===== config.mk =====
export PLATFORM = sky130hd
export DESIGN_NAME = ascon_perm_stream
export DESIGN_NICKNAME = d
export VERILOG_FILES = /design/src/rtl/ascon_pkg.sv /design/src/rtl/ascon_round.sv /design/src/rtl/ascon_perm_stream.sv
export SDC_FILE = /design/constraint.sdc
export NUM_CORES = 2
export LEC_CHECK = 0
export BUFFER_PORTS_ARGS = -buffer_cell sky130_fd_sc_hd__buf_4
export CAP_MARGIN = 20
export CORE_ASPECT_RATIO = 0.9
export CORE_MARGIN = 1
export CORE_UTILIZATION = 36
export CTS_CLUSTER_SIZE = 25
export DETAILED_ROUTE_END_ITERATION = 10
export SYNTH_ARGS = -nofsm -noshare
export SYNTH_HDL_FRONTEND = slang
export SYNTH_HIERARCHICAL = 1
export SYNTH_SLANG_ARGS = --single-unit

===== constraint.sdc =====
create_clock -name clk -period 2.5 [get_ports clk]
set_input_delay 0 -clock clk [delete_from_list [all_inputs] [get_ports clk]]
set_output_delay 0 -clock clk [all_outputs]
set_load 0.005 [all_outputs]

===== src/rtl/ascon_pkg.sv =====
// Shared types, round-constant table and rounds_sel decode for the Ascon
// permutation stream block.
package ascon_pkg;

  typedef enum logic [1:0] {
    ST_IDLE  = 2'd0,
    ST_LOAD  = 2'd1,
    ST_PERM  = 2'd2,
    ST_DRAIN = 2'd3
  } ascon_fsm_e;

  typedef logic [63:0] ascon_word_t;

  // Index 0 is S0, which occupies the most significant 64 bits.
  typedef logic [0:4][63:0] ascon_state_t;

  // c_i = {4'hF - i, i}
  localparam logic [7:0] ASCON_RC [12] = '{
    8'hF0, 8'hE1, 8'hD2, 8'hC3, 8'hB4, 8'hA5,
    8'h96, 8'h87, 8'h78, 8'h69, 8'h5A, 8'h4B
  };

  function automatic logic [7:0] ascon_rc(input logic [3:0] idx);
    return (idx < 4'd12) ? ASCON_RC[idx] : 8'h00;
  endfunction

  // Rounds_sel: 00=12, 01=8, 10=6, 11=the configured default.
  function automatic logic [3:0] ascon_nr(input logic [1:0] sel,
                                          input int unsigned def);
    logic [3:0] nr;
    case (sel)
      2'b00:   nr = 4'd12;
      2'b01:   nr = 4'd8;
      2'b10:   nr = 4'd6;
      default: nr = 4'(def);
    endcase
    return nr;
  endfunction

endpackage


===== src/rtl/ascon_round.sv =====
// One combinational Ascon round: constant addition, bit-sliced 5-bit S-box,
// then per-word linear diffusion.
module ascon_round
  import ascon_pkg::*;
(
  input  ascon_state_t i_s,
  input  logic [7:0]   i_rc,
  output ascon_state_t o_s
);

  ascon_state_t w_c, w_s, w_t, w_u;

  // Constant addition into the low byte of S2.
  always_comb begin
    w_c    = i_s;
    w_c[2] = i_s[2] ^ {56'd0, i_rc};
  end

  // S-box input mixing.
  always_comb begin
    w_s    = w_c;
    w_s[0] = w_c[0] ^ w_c[4];
    w_s[4] = w_c[4] ^ w_c[3];
    w_s[2] = w_c[2] ^ w_c[1];
  end

  // Chi-like nonlinear layer.
  always_comb begin
    w_t[0] = w_s[0] ^ (~w_s[1] & w_s[2]);
    w_t[1] = w_s[1] ^ (~w_s[2] & w_s[3]);
    w_t[2] = w_s[2] ^ (~w_s[3] & w_s[4]);
    w_t[3] = w_s[3] ^ (~w_s[4] & w_s[0]);
    w_t[4] = w_s[4] ^ (~w_s[0] & w_s[1]);
  end

  // S-box output mixing.
  always_comb begin
    w_u[0] = w_t[0] ^ w_t[4];
    w_u[1] = w_t[1] ^ w_t[0];
    w_u[2] = ~w_t[2];
    w_u[3] = w_t[3] ^ w_t[2];
    w_u[4] = w_t[4];
  end

  // Linear diffusion with the Ascon rotation pairs.
  always_comb begin
    o_s[0] = w_u[0] ^ {w_u[0][18:0], w_u[0][63:19]} ^ {w_u[0][27:0], w_u[0][63:28]};
    o_s[1] = w_u[1] ^ {w_u[1][60:0], w_u[1][63:61]} ^ {w_u[1][38:0], w_u[1][63:39]};
    o_s[2] = w_u[2] ^ {w_u[2][0],    w_u[2][63:1]}  ^ {w_u[2][5:0],  w_u[2][63:6]};
    o_s[3] = w_u[3] ^ {w_u[3][9:0],  w_u[3][63:10]} ^ {w_u[3][16:0], w_u[3][63:17]};
    o_s[4] = w_u[4] ^ {w_u[4][6:0],  w_u[4][63:7]}  ^ {w_u[4][40:0], w_u[4][63:41]};
  end

endmodule


===== src/rtl/ascon_perm_stream.sv =====
// Streaming Ascon permutation: load 320-bit state in DATA_W beats, apply
// NR rounds, drain it back out in the same beat order.
// Optional macro ASCON_DUAL_ROUND_EN: two cascaded rounds per PERM cycle.
module ascon_perm_stream
  import ascon_pkg::*;
#(
  parameter int unsigned DATA_W     = 16,
  parameter int unsigned ROUNDS_DEF = 12
) (
  input  logic              clk,
  input  logic              rst_n,
  input  logic [DATA_W-1:0] in_data,
  input  logic              in_valid,
  output logic              in_ready,
  input  logic [1:0]        rounds_sel,
  output logic [DATA_W-1:0] out_data,
  output logic              out_valid,
  input  logic              out_ready,
  output logic              busy
);

  localparam int unsigned NB      = 320 / DATA_W;
  localparam logic [5:0]  NB_LAST = 6'(NB - 1);

`ifdef ASCON_DUAL_ROUND_EN
  localparam logic [3:0] STEP = 4'd2;
`else
  localparam logic [3:0] STEP = 4'd1;
`endif
  localparam logic [3:0] RND_LAST = 4'd12 - STEP;

  ascon_fsm_e   r_st, w_st_nxt;
  logic [319:0] r_state, w_state_nxt;
  logic [5:0]   r_cnt, w_cnt_nxt;
  logic [3:0]   r_rnd, w_rnd_nxt;
  logic [3:0]   r_nr, w_nr_nxt;

  ascon_state_t w_r0_in, w_r0_out;
  logic [7:0]   w_rc0;
  logic [319:0] w_perm;

  assign w_r0_in = r_state;
  assign w_rc0   = ascon_rc(r_rnd);

  ascon_round u_round0 (
    .i_s  (w_r0_in),
    .i_rc (w_rc0),
    .o_s  (w_r0_out)
  );

`ifdef ASCON_DUAL_ROUND_EN
  ascon_state_t w_r1_out;
  logic [7:0]   w_rc1;

  // Round counter starts even (0, 4 or 6), so r_rnd+1 never passes 11.
  assign w_rc1 = ascon_rc(r_rnd + 4'd1);

  ascon_round u_round1 (
    .i_s  (w_r0_out),
    .i_rc (w_rc1),
    .o_s  (w_r1_out)
  );

  assign w_perm = w_r1_out;
`else
  assign w_perm = w_r0_out;
`endif

  // Output decode from the current state.
  always_comb begin
    in_ready  = (r_st == ST_IDLE) || (r_st == ST_LOAD);
    out_valid = (r_st == ST_DRAIN);
    busy      = (r_st != ST_IDLE);
    out_data  = out_valid ? r_state[319 -: DATA_W] : '0;
  end

  // Next-state logic: shift-register load/drain, round application in PERM.
  always_comb begin
    w_st_nxt    = r_st;
    w_state_nxt = r_state;
    w_cnt_nxt   = r_cnt;
    w_rnd_nxt   = r_rnd;
    w_nr_nxt    = r_nr;
    case (r_st)
      ST_IDLE: begin
        if (in_valid) begin
          w_state_nxt = {r_state[319-DATA_W:0], in_data};
          w_cnt_nxt   = 6'd1;
          w_nr_nxt    = ascon_nr(rounds_sel, ROUNDS_DEF);
          w_st_nxt    = ST_LOAD;
        end
      end
      ST_LOAD: begin
        if (in_valid) begin
          w_state_nxt = {r_state[319-DATA_W:0], in_data};
          if (r_cnt == NB_LAST) begin
            w_cnt_nxt = '0;
            w_rnd_nxt = 4'd12 - r_nr;
            w_st_nxt  = ST_PERM;
          end else begin
            w_cnt_nxt = r_cnt + 6'd1;
          end
        end
      end
      ST_PERM: begin
        w_state_nxt = w_perm;
        if (r_rnd == RND_LAST) begin
          w_rnd_nxt = '0;
          w_st_nxt  = ST_DRAIN;
        end else begin
          w_rnd_nxt = r_rnd + STEP;
        end
      end
      ST_DRAIN: begin
        if (out_ready) begin
          w_state_nxt = {r_state[319-DATA_W:0], {DATA_W{1'b0}}};
          if (r_cnt == NB_LAST) begin
            w_cnt_nxt = '0;
            w_st_nxt  = ST_IDLE;
          end else begin
            w_cnt_nxt = r_cnt + 6'd1;
          end
        end
      end
      default: w_st_nxt = ST_IDLE;
    endcase
  end

  // State registers with synchronous active-low reset.
  always_ff @(posedge clk) begin
    if (!rst_n) begin
      r_st    <= ST_IDLE;
      r_state <= '0;
      r_cnt   <= '0;
      r_rnd   <= '0;
      r_nr    <= '0;
    end else begin
      r_st    <= w_st_nxt;
      r_state <= w_state_nxt;
      r_cnt   <= w_cnt_nxt;
      r_rnd   <= w_rnd_nxt;
      r_nr    <= w_nr_nxt;
    end
  end

endmodule


==> metrics.yaml <==
sta:
  setup_viol_count_final: 2
  layout_setup_ws_ns: -0.0487
  rsz0062_at_grt: "yes"
  period_share_pct: 102
  period_minus_slack_ns: 2.55
  hold_violations: 0
  max_slew_margin_pct: 43.1
  finalHoldWorstSlack_ns: 0.111
  fmax_mhz: 392
  worst_pin_slew_ns: 0.847
  fin_worst_skew_ns: 0.0349
  maxSlewViolCount: 0
clocking:
  cts.htree.levels: 2
  cts.path.max_buffers: 3
  clock_sinks: 335
  root_buffer: "clkbuf_16"
  cts_made_buffers: 44
  cts_tree: "done"
  clock_latency_ns: 0.61
  cts.clk_slew.worst_paths_ns: 0.06
floorplan:
  placementRows: 101
  die_w_um: 311
  io_pins: 41
  die_y_um: 280
  initial_utilization_pct: 36.5
  core_area_um2: 84700
  dieArea_um2: 87000
synthesis:
  yosys_warnings: 6
  synth-seq-cells: 335
  synth_area_per_cell_um2: 9.84
  syn-num-nets: 3299
  async_reset_ff_share_pct: 0
  synthFlopType: "dfxtp_1"
  yosysUniqueCellTypes: 53
  synth-seq-area-share_pct: 21.7
  synth_edf_count: 0
  syn_inst: 3142
  synthesis.area_um2: 30900
finish:
  final_cell_mix: "626 x buf_4, 379 x xnor2_1, 374 x nor2_1"
  multi_input_comb_area_um2: 23400
  layout_commonest_cell: "buf_4"
  final_layout_size_suffix_gt1_share_pct: 28.9
  finalNetCount: 3853
  syn_to_final_growth_pct: 28.0
  regArea_um2: 6710
  fillers: 7996
  stdcell_area_um2: 39600
critical_path:
  slowest_delay_ns: 0.42
  crit_chain: "buf_6 -> inv_4 -> xor2_2 -> ha_1 -> xnor2_2 -> xnor2_1 -> buf_4 -> xnor3_1 -> a221oi_2 -> nor3_1"
  endpoint_kind: "flop"
  critPathKind: "reg2reg"
  cp-start-kind: "flop"
  crit_fanout: 6
  critPathBufInv: 3
  crit_arrival_ns: 3.00
  cp_slowest_cell: "xnor3_1"
  crit_family: "XOR/XNOR gates"
  worst_ep_required_time_ns: 2.95
worst_hold_path:
  hold_path.class: "in2reg"
grt:
  grt.overflow.total: 0
  grt_max_degree: 126
  antenna_found_initial: 7
  grt_pass1_vias: 25380
  grt_pass1_wl_um: 191000
  grt_usage_pct: 30.7
detailed_routing:
  route.vias.total: 27770
  vias_per_cell: 5.71
  drc: 0
  wl_um: 137000
  wl_per_cell_um: 28.2
  drt_first_iter_violations: 3827
  drt_first_pass_iters: 6
  final_antenna_net_count: 0
job:
  drv_cap: 0
placement:
  hpwl_um: 107000
  port_buffers: 40
  place_area_um2: 36800
  gp_congestion: 1.06
status:
  outcome: "finished, violations left"
  violations: "setup timing"
## layer usage
metal / vias to the layer above / track usage, % / routed length, um
li1: 12163 / - / -
met1: 13610 / 42.7 / 56200
met2: 1645 / 43.4 / 55300
met3: 342 / 8.34 / 17700
met4: 10 / 15.4 / 8210
met5: - / 0 / 68
## final timing paths
kind / slack, ns / startpoint / end / depth (start not counted)
setup / recovery: -0.05 / r_rnd[3] / r_state[118] / 10
hold / removal: 0.11 / out_ready / r_cnt[3] / 6
setup reg to reg: -0.05 / r_rnd[3] / r_state[118] / 10
hold reg to reg: 0.50 / r_st[1] / r_st[1] / 2
## through the flow
step | TNS [ns] | cells | utilization (%) | worst slack (ns)
after floorplan | 0 | 3142 | - | 0.0345
after global placement | -3.78 | 4734 | 43.4 | -0.196
after detailed placement | -4.45 | 4734 | 43.4 | -0.227
after CTS | -0.349 | 4850 | 46.0 | -0.0595
after global routing | -0.380 | 4862 | 46.7 | -0.0717
final | -0.0615 | 4866 | 46.7 | -0.0487
## Yosys cell counts (42+ instances only)
cell	n	area share (%)
clkbuf_1	112	1.4
xnor2_1	423	12
a221oi_2	59	2.9
nor2_1	375	4.6
ha_1	135	5.5
nand2_1	159	1.9
xnor2_2	122	6.4
xor2_1	108	3.1
xor3_1	42	3.2
nor3_1	323	5.2
a221oi_1	261	7.4
inv_1	188	2.3
dfxtp_1	335	22
xnor3_1	214	16
## cell type report
cell class	instances	area share (%)
multi-input combinational	2426	59.2
sequential	335	17.0
timing repair buffer	693	14.6
tap	1133	3.58
clock buffer	67	3.26
inverter	196	1.89
clock inverter	11	0.474
antenna	5	0.0316
## logic make-up after synthesis
group                      Yosys count  synth area share, %
AOI/OAI and AO/OA                  412                 12.0
xor gates and xnor gates           912                 40.4
adders and majority gates          192                 7.41
buffers and inverters              381                 5.51
DFF                                335                 21.7
muxes                               13                0.421
and+or+nand+nor                    897                 12.5
## tightest hold or removal path, cell delays in order
cell	delay [ns]
buf_4	0.11
nor2b_1	0.16
buf_4	0.17
nor4_1	0.06
xnor2_1	0.13
nor2_1	0.04
## what timing repair did
item	CTS	global route
pin swaps	15	44
hold buffers	24	0
endpoints found under the setup margin	73	100
endpoints found under the hold margin	28	0
setup buffers	14	12
gates cloned	0	0
gates resized for setup	47	89
## registers in the layout, summed over array words and instances (netlist names)
register / count
r_cnt: 6
r_nr: 3
r_rnd: 4
r_st: 2
r_state: 320
Power is not shown: default switching activity piles up to over one toggle a cycle in this logic, so the estimate is an artifact.
